===== src/rtl/branch_resolve_unit.sv =====
// branch_resolve_unit: flag register, 2-bit predictor table, branch resolve and redirect (optional BRANCH_STATS_EN counters)
module branch_resolve_unit #(
    parameter int          AW       = 16,
    parameter int          DEPTH    = 16,
    parameter int          IDX_LSB  = 0,
    parameter logic [1:0]  CNT_INIT = 2'b01
) (
    input  logic          clk,
    input  logic          rst_n,
    input  logic [AW-1:0] fetch_pc,
    output logic          pred_taken,
    input  logic          flag_we,
    input  logic          n_in,
    input  logic          z_in,
    input  logic          v_in,
    output logic [2:0]    flags,
    input  logic          ex_valid,
    input  logic [AW-1:0] ex_pc,
    input  logic [2:0]    ex_op,
    input  logic          ex_pred_taken,
    input  logic [AW-1:0] ex_target,
    input  logic [AW-1:0] ex_fallthru,
    output logic          take_branch,
    output logic          redirect_valid,
    output logic [AW-1:0] redirect_pc
`ifdef BRANCH_STATS_EN
    ,
    output logic [31:0]   br_count,
    output logic [31:0]   mis_count
`endif
);
    localparam int IW = $clog2(DEPTH);
    logic [1:0]    predTable [DEPTH];
    logic [2:0]    flagReg;
    logic [2:0]    effFlags;
    logic [IW-1:0] fetchIdx;
    logic [IW-1:0] exIdx;
    logic [1:0]    exCnt;
    logic          fN, fZ, fV;
    logic          cond;
    logic          mis;
    assign fetchIdx   = fetch_pc[IDX_LSB +: IW];
    assign exIdx      = ex_pc[IDX_LSB +: IW];
    assign exCnt      = predTable[exIdx];
    assign pred_taken = predTable[fetchIdx][1];
    assign flags      = flagReg;
    assign {fN, fZ, fV} = effFlags;
    // resolve the EX branch on bypassed flags and detect a mispredict
    always_comb begin
        effFlags = (flag_we && ex_valid) ? {n_in, z_in, v_in} : flagReg;
        cond = 1'b0;
        case (ex_op)
            3'b000:  cond = !fZ;
            3'b001:  cond = fZ;
            3'b010:  cond = !fZ && !fN;
            3'b011:  cond = fN;
            3'b100:  cond = !fN;
            3'b101:  cond = fN || fZ;
            3'b110:  cond = fV;
            default: cond = 1'b1;
        endcase
        take_branch = ex_valid && cond;
        mis = ex_valid && (take_branch != ex_pred_taken);
    end
    // architectural flag register
    always_ff @(posedge clk or negedge rst_n) begin
        if (!rst_n) flagReg <= 3'b000;
        else if (flag_we) flagReg <= {n_in, z_in, v_in};
    end
    // saturating counter training at the EX branch's index; reads see the old value
    always_ff @(posedge clk or negedge rst_n) begin
        if (!rst_n) begin
            for (int i = 0; i < DEPTH; i++) predTable[i] <= CNT_INIT;
        end else if (ex_valid) begin
            predTable[exIdx] <= take_branch ? ((exCnt == 2'b11) ? exCnt : exCnt + 2'd1)
                                            : ((exCnt == 2'b00) ? exCnt : exCnt - 2'd1);
        end
    end
    // one-cycle redirect pulse carrying the corrected PC
    always_ff @(posedge clk or negedge rst_n) begin
        if (!rst_n) begin
            redirect_valid <= 1'b0;
            redirect_pc    <= '0;
        end else begin
            redirect_valid <= mis;
            if (mis) redirect_pc <= take_branch ? ex_target : ex_fallthru;
        end
    end
`ifdef BRANCH_STATS_EN
    // resolved-branch and mispredict event counters, wrapping
    always_ff @(posedge clk or negedge rst_n) begin
        if (!rst_n) begin
            br_count  <= '0;
            mis_count <= '0;
        end else begin
            if (ex_valid) br_count <= br_count + 32'd1;
            if (mis) mis_count <= mis_count + 32'd1;
        end
    end
`endif
endmodule


===== config.mk =====
export PLATFORM = sky130hd
export DESIGN_NAME = branch_resolve_unit
export DESIGN_NICKNAME = d
export VERILOG_FILES = /design/src/rtl/branch_resolve_unit.sv
export SDC_FILE = /design/constraint.sdc
export NUM_CORES = 1
export LEC_CHECK = 0
export ABC_AREA = 0
export CELL_PAD_IN_SITES_DETAIL_PLACEMENT = 1
export CELL_PAD_IN_SITES_GLOBAL_PLACEMENT = 1
export CORE_UTILIZATION = 30
export CTS_CLUSTER_SIZE = 10
export DETAILED_ROUTE_END_ITERATION = 8
export DONT_BUFFER_PORTS = 1
export PLACE_DENSITY = 0.64
export SLEW_MARGIN = 40
export SYNTH_ARGS = -nofsm -noshare
export SYNTH_HDL_FRONTEND = slang
export SYNTH_SLANG_ARGS = --single-unit

===== constraint.sdc =====
create_clock -name clk -period 2.25 [get_ports clk]
set_input_delay 0.3375 -clock clk [delete_from_list [all_inputs] [get_ports clk]]
set_output_delay 0.3375 -clock clk [all_outputs]
set_load 0.005 [all_outputs]

==> metrics.yaml <==
power_and_ir_drop:
  switching_power_mw: 0.646
  p_comb_frac: 0.191
  clkPwrFrac: 0.282
  netSwitchingFraction: 0.268
  sequentialPowerShare: 0.527
  p_total_mw: 2.41
  p_leak_nw: 1.45
  p_int_mw: 1.76
  ir_drop_v: 0.000267
  power-per-cell-area_nw_per_um2: 768
setup_path:
  reg2reg_slack_ps: 80
  critPathMaxFanout: 5
  critPathKind: "reg2out"
  crit_start: "flags[2]$_DFFE_PN0P_"
  worst_r2r_path_depth: 6
  cp.arrival_ps: 1840
  start_kind: "register"
  required_ps: 1910
  rr_endpoint: "predTable[29]$_DFFE_PN0P_"
  cp-end-kind: "output port"
  reg2reg_from: "flags[2]$_DFFE_PN0P_"
placed_design:
  post-place-ws_ps: 40.9
  port_buffers: 0
  place_congestion: 0.727
  hpwlAfterDp_mm: 4.53
yosys:
  ys.flop_type: "dfrtp_1"
  synthCells: 221
  synth_edf_count: 0
  yosys_register_bits: 52
  synth_area_um2: 2820
  seq_area_frac_synth: 0.469
  syn_area_per_cell_um2: 12.7
  synthMuxAreaShare: 0.254
  async_reset_ff_frac: 1.00
  synth-compound-area-share: 0.0871
  ys_warn_count: 0
  synth_top_family_by_area: "multiplexers"
  syn_nets: 296
  yosysUniqueCellTypes: 34
  synthAdderAreaFrac: 0.00800
  yosysTopAreaCell: "dfrtp_1"
  synthSimpleGateAreaFrac: 0.142
  synth-xor-area-share: 0
  synth.top_cell.area_share: 0.320
  synthTopCellsByArea: "dfrtp_1, dfstp_2, mux2_2, mux4_2, and3_1"
flow_run:
  max_cap_violations: 0
layout:
  final_cell_mix: "dfrtp_1, mux2_2, and3_1"
  nets: 300
  drive_gt1_frac: 0.407
  synthToLayoutAreaGrowth_pct: 11.5
  diodes: 0
  layout_commonest_cell: "dfrtp_1"
die:
  die_y_um: 98.9
  coreArea_um2: 8890
  num_rows: 34
  boundaryPins: 97
  die_area_um2: 9780
  initial_core_util: 0.317
  die_w_um: 98.9
grt:
  antenna_found_initial: 0
  grt_pass1_vias: 1979
  track_usage: 0.143
  overflow: 0
  grt_max_degree: 53
  grt_pass1_wl_mm: 10.7
sta:
  period_minus_slack_ps: 2180
  drv_slew: 0
  finalCritPeriodShare: 0.969
  max_slew_margin: 0.653
  max_slew.worst_pin.slew_ps: 515
  fin_worst_skew_ps: 10.1
  worst_slack_ps: 69.2
  fmax_mhz: 459
  finalSetupViolCount: 0
  grt_setup_unrepaired: "true"
  hold_slack_ps: 147
  hold_viol: 0
clock_network:
  ctsRootBufferMaster: "clkbuf_8"
  cts_tree: "done"
  clkSinkCount: 52
  cts_made_buffers: 5
  clkTransAtPathRegs_ps: 110
  worstSkewPairLatency_ps: 310
  clk_path_buf_depth: 2
  cts_htree_levels: 2
route:
  wl_met3_um: 433
  highest_layer: "met4"
  finalWirelength_mm: 6.49
  drt_iter0_drc: 60
  drt-met1-wl_mm: 2.87
  dr.pass1.iters: 4
  vias: 1860
  drt_drc_violations_left: 0
  viasPerCell: 5.57
  antenna_left: 0
  wl_met2_mm: 3.14
  drt-wirelength-per-cell_um: 19.4
worst_hold_path:
  timing.hold.worst_path_depth: 1
  worstHoldStart: "ex_valid"
  hold_path.class: "in2reg"
  whs_endpoint: "redirect_pc[12]$_DFFE_PN0P_"
status:
  outcome: "finished, final reports clean"
==> area by class of cell <==
type                       count  area, um2
clock buffer                   5       68.8
clock inverter                 3       46.3
multi-input combinational    151       1420
tap                          108        135
sequential                    52       1320
timing repair buffer          11        129
inverter                       4       15.0
fill                         958       5750
==> cell usage after synthesis, drive strengths merged (2+ instances only) <==
cell    number
mux4        13
nand2b       2
dfstp       16
and3        29
clkbuf       7
mux2i        2
a211o       15
maj3         2
nor2b        4
dfrtp       36
mux2        35
and2         2
nor3         4
nand3        5
nor2        10
a22o         2
nand2       15
inv          4
buf          7
==> flip-flops by register name, indices dropped and copies added, names as in the netlist <==
signal	cells
redirect_valid	1
flags	3
predTable	32
redirect_pc	16
==> worst max-delay path by stage <==
stage | endpoint | slack [ps] | depth (start not counted)
floorplan | predTable[13]$_DFFE_PN0P_ | 20 | 8
global placement | predTable[29]$_DFFE_PN0P_ | 80 | 6
detailed placement | predTable[29]$_DFFE_PN0P_ | 40 | 6
CTS | take_branch | 10 | 5
global route | take_branch | -10 | 5
finish | take_branch | 70 | 5
==> power groups by stage <==
stage	logic [mW]	clock network (mW)	registers (mW)
6_report	0.461	0.678	1.27
5_1_grt	0.503	0.741	1.30
4_1_cts	0.443	0.700	1.27
3_5_place_dp	0.415	0	1.29
3_3_place_gp	0.400	0	1.28
2_1_floorplan	0.368	0	1.25
==> metal layers <==
layer,vias to the layer above,track usage
met3,5,0.0447
met2,68,0.230
met1,956,0.187
li1,831,-
met4,0,0.0379
met5,-,0
==> what timing repair did <==
action	4_1_cts	5_1_grt
endpoints found under the hold margin	52	0
setup endpoints to repair	1	45
gates resized for setup	1	10
setup buffers	0	2
pin swaps	1	4
hold buffers	2	0
==> critical path, stage by stage (launching register included) <==
cell and delay, ps:
dfrtp_1 390, mux2_4 320, a221oi_4 290, o31ai_4 140
a21boi_4 260, buf_6 130
==> cell families after synthesis <==
kind of cell             count (synthesis)
AO/OA/AOI/OAI                           24
flip-flops                              52
adder cells (fa/ha/maj)                  2
multiplexers                            50
buffers and inverters                   18
AND/OR/NAND/NOR                         75
==> through the flow <==
step / std cells / setup TNS, ps / cell area (um2) / util
2_1_floorplan: 221 / 0 / 2820 / -
3_3_place_gp: 322 / 0 / 2920 / 0.328
3_5_place_dp: 322 / 0 / 2920 / 0.328
4_1_cts: 332 / 0 / 3080 / 0.346
5_1_grt: 334 / -26.9 / 3140 / 0.353
6_report: 334 / 0 / 3140 / 0.353
Power figures use the tool's default switching activity.
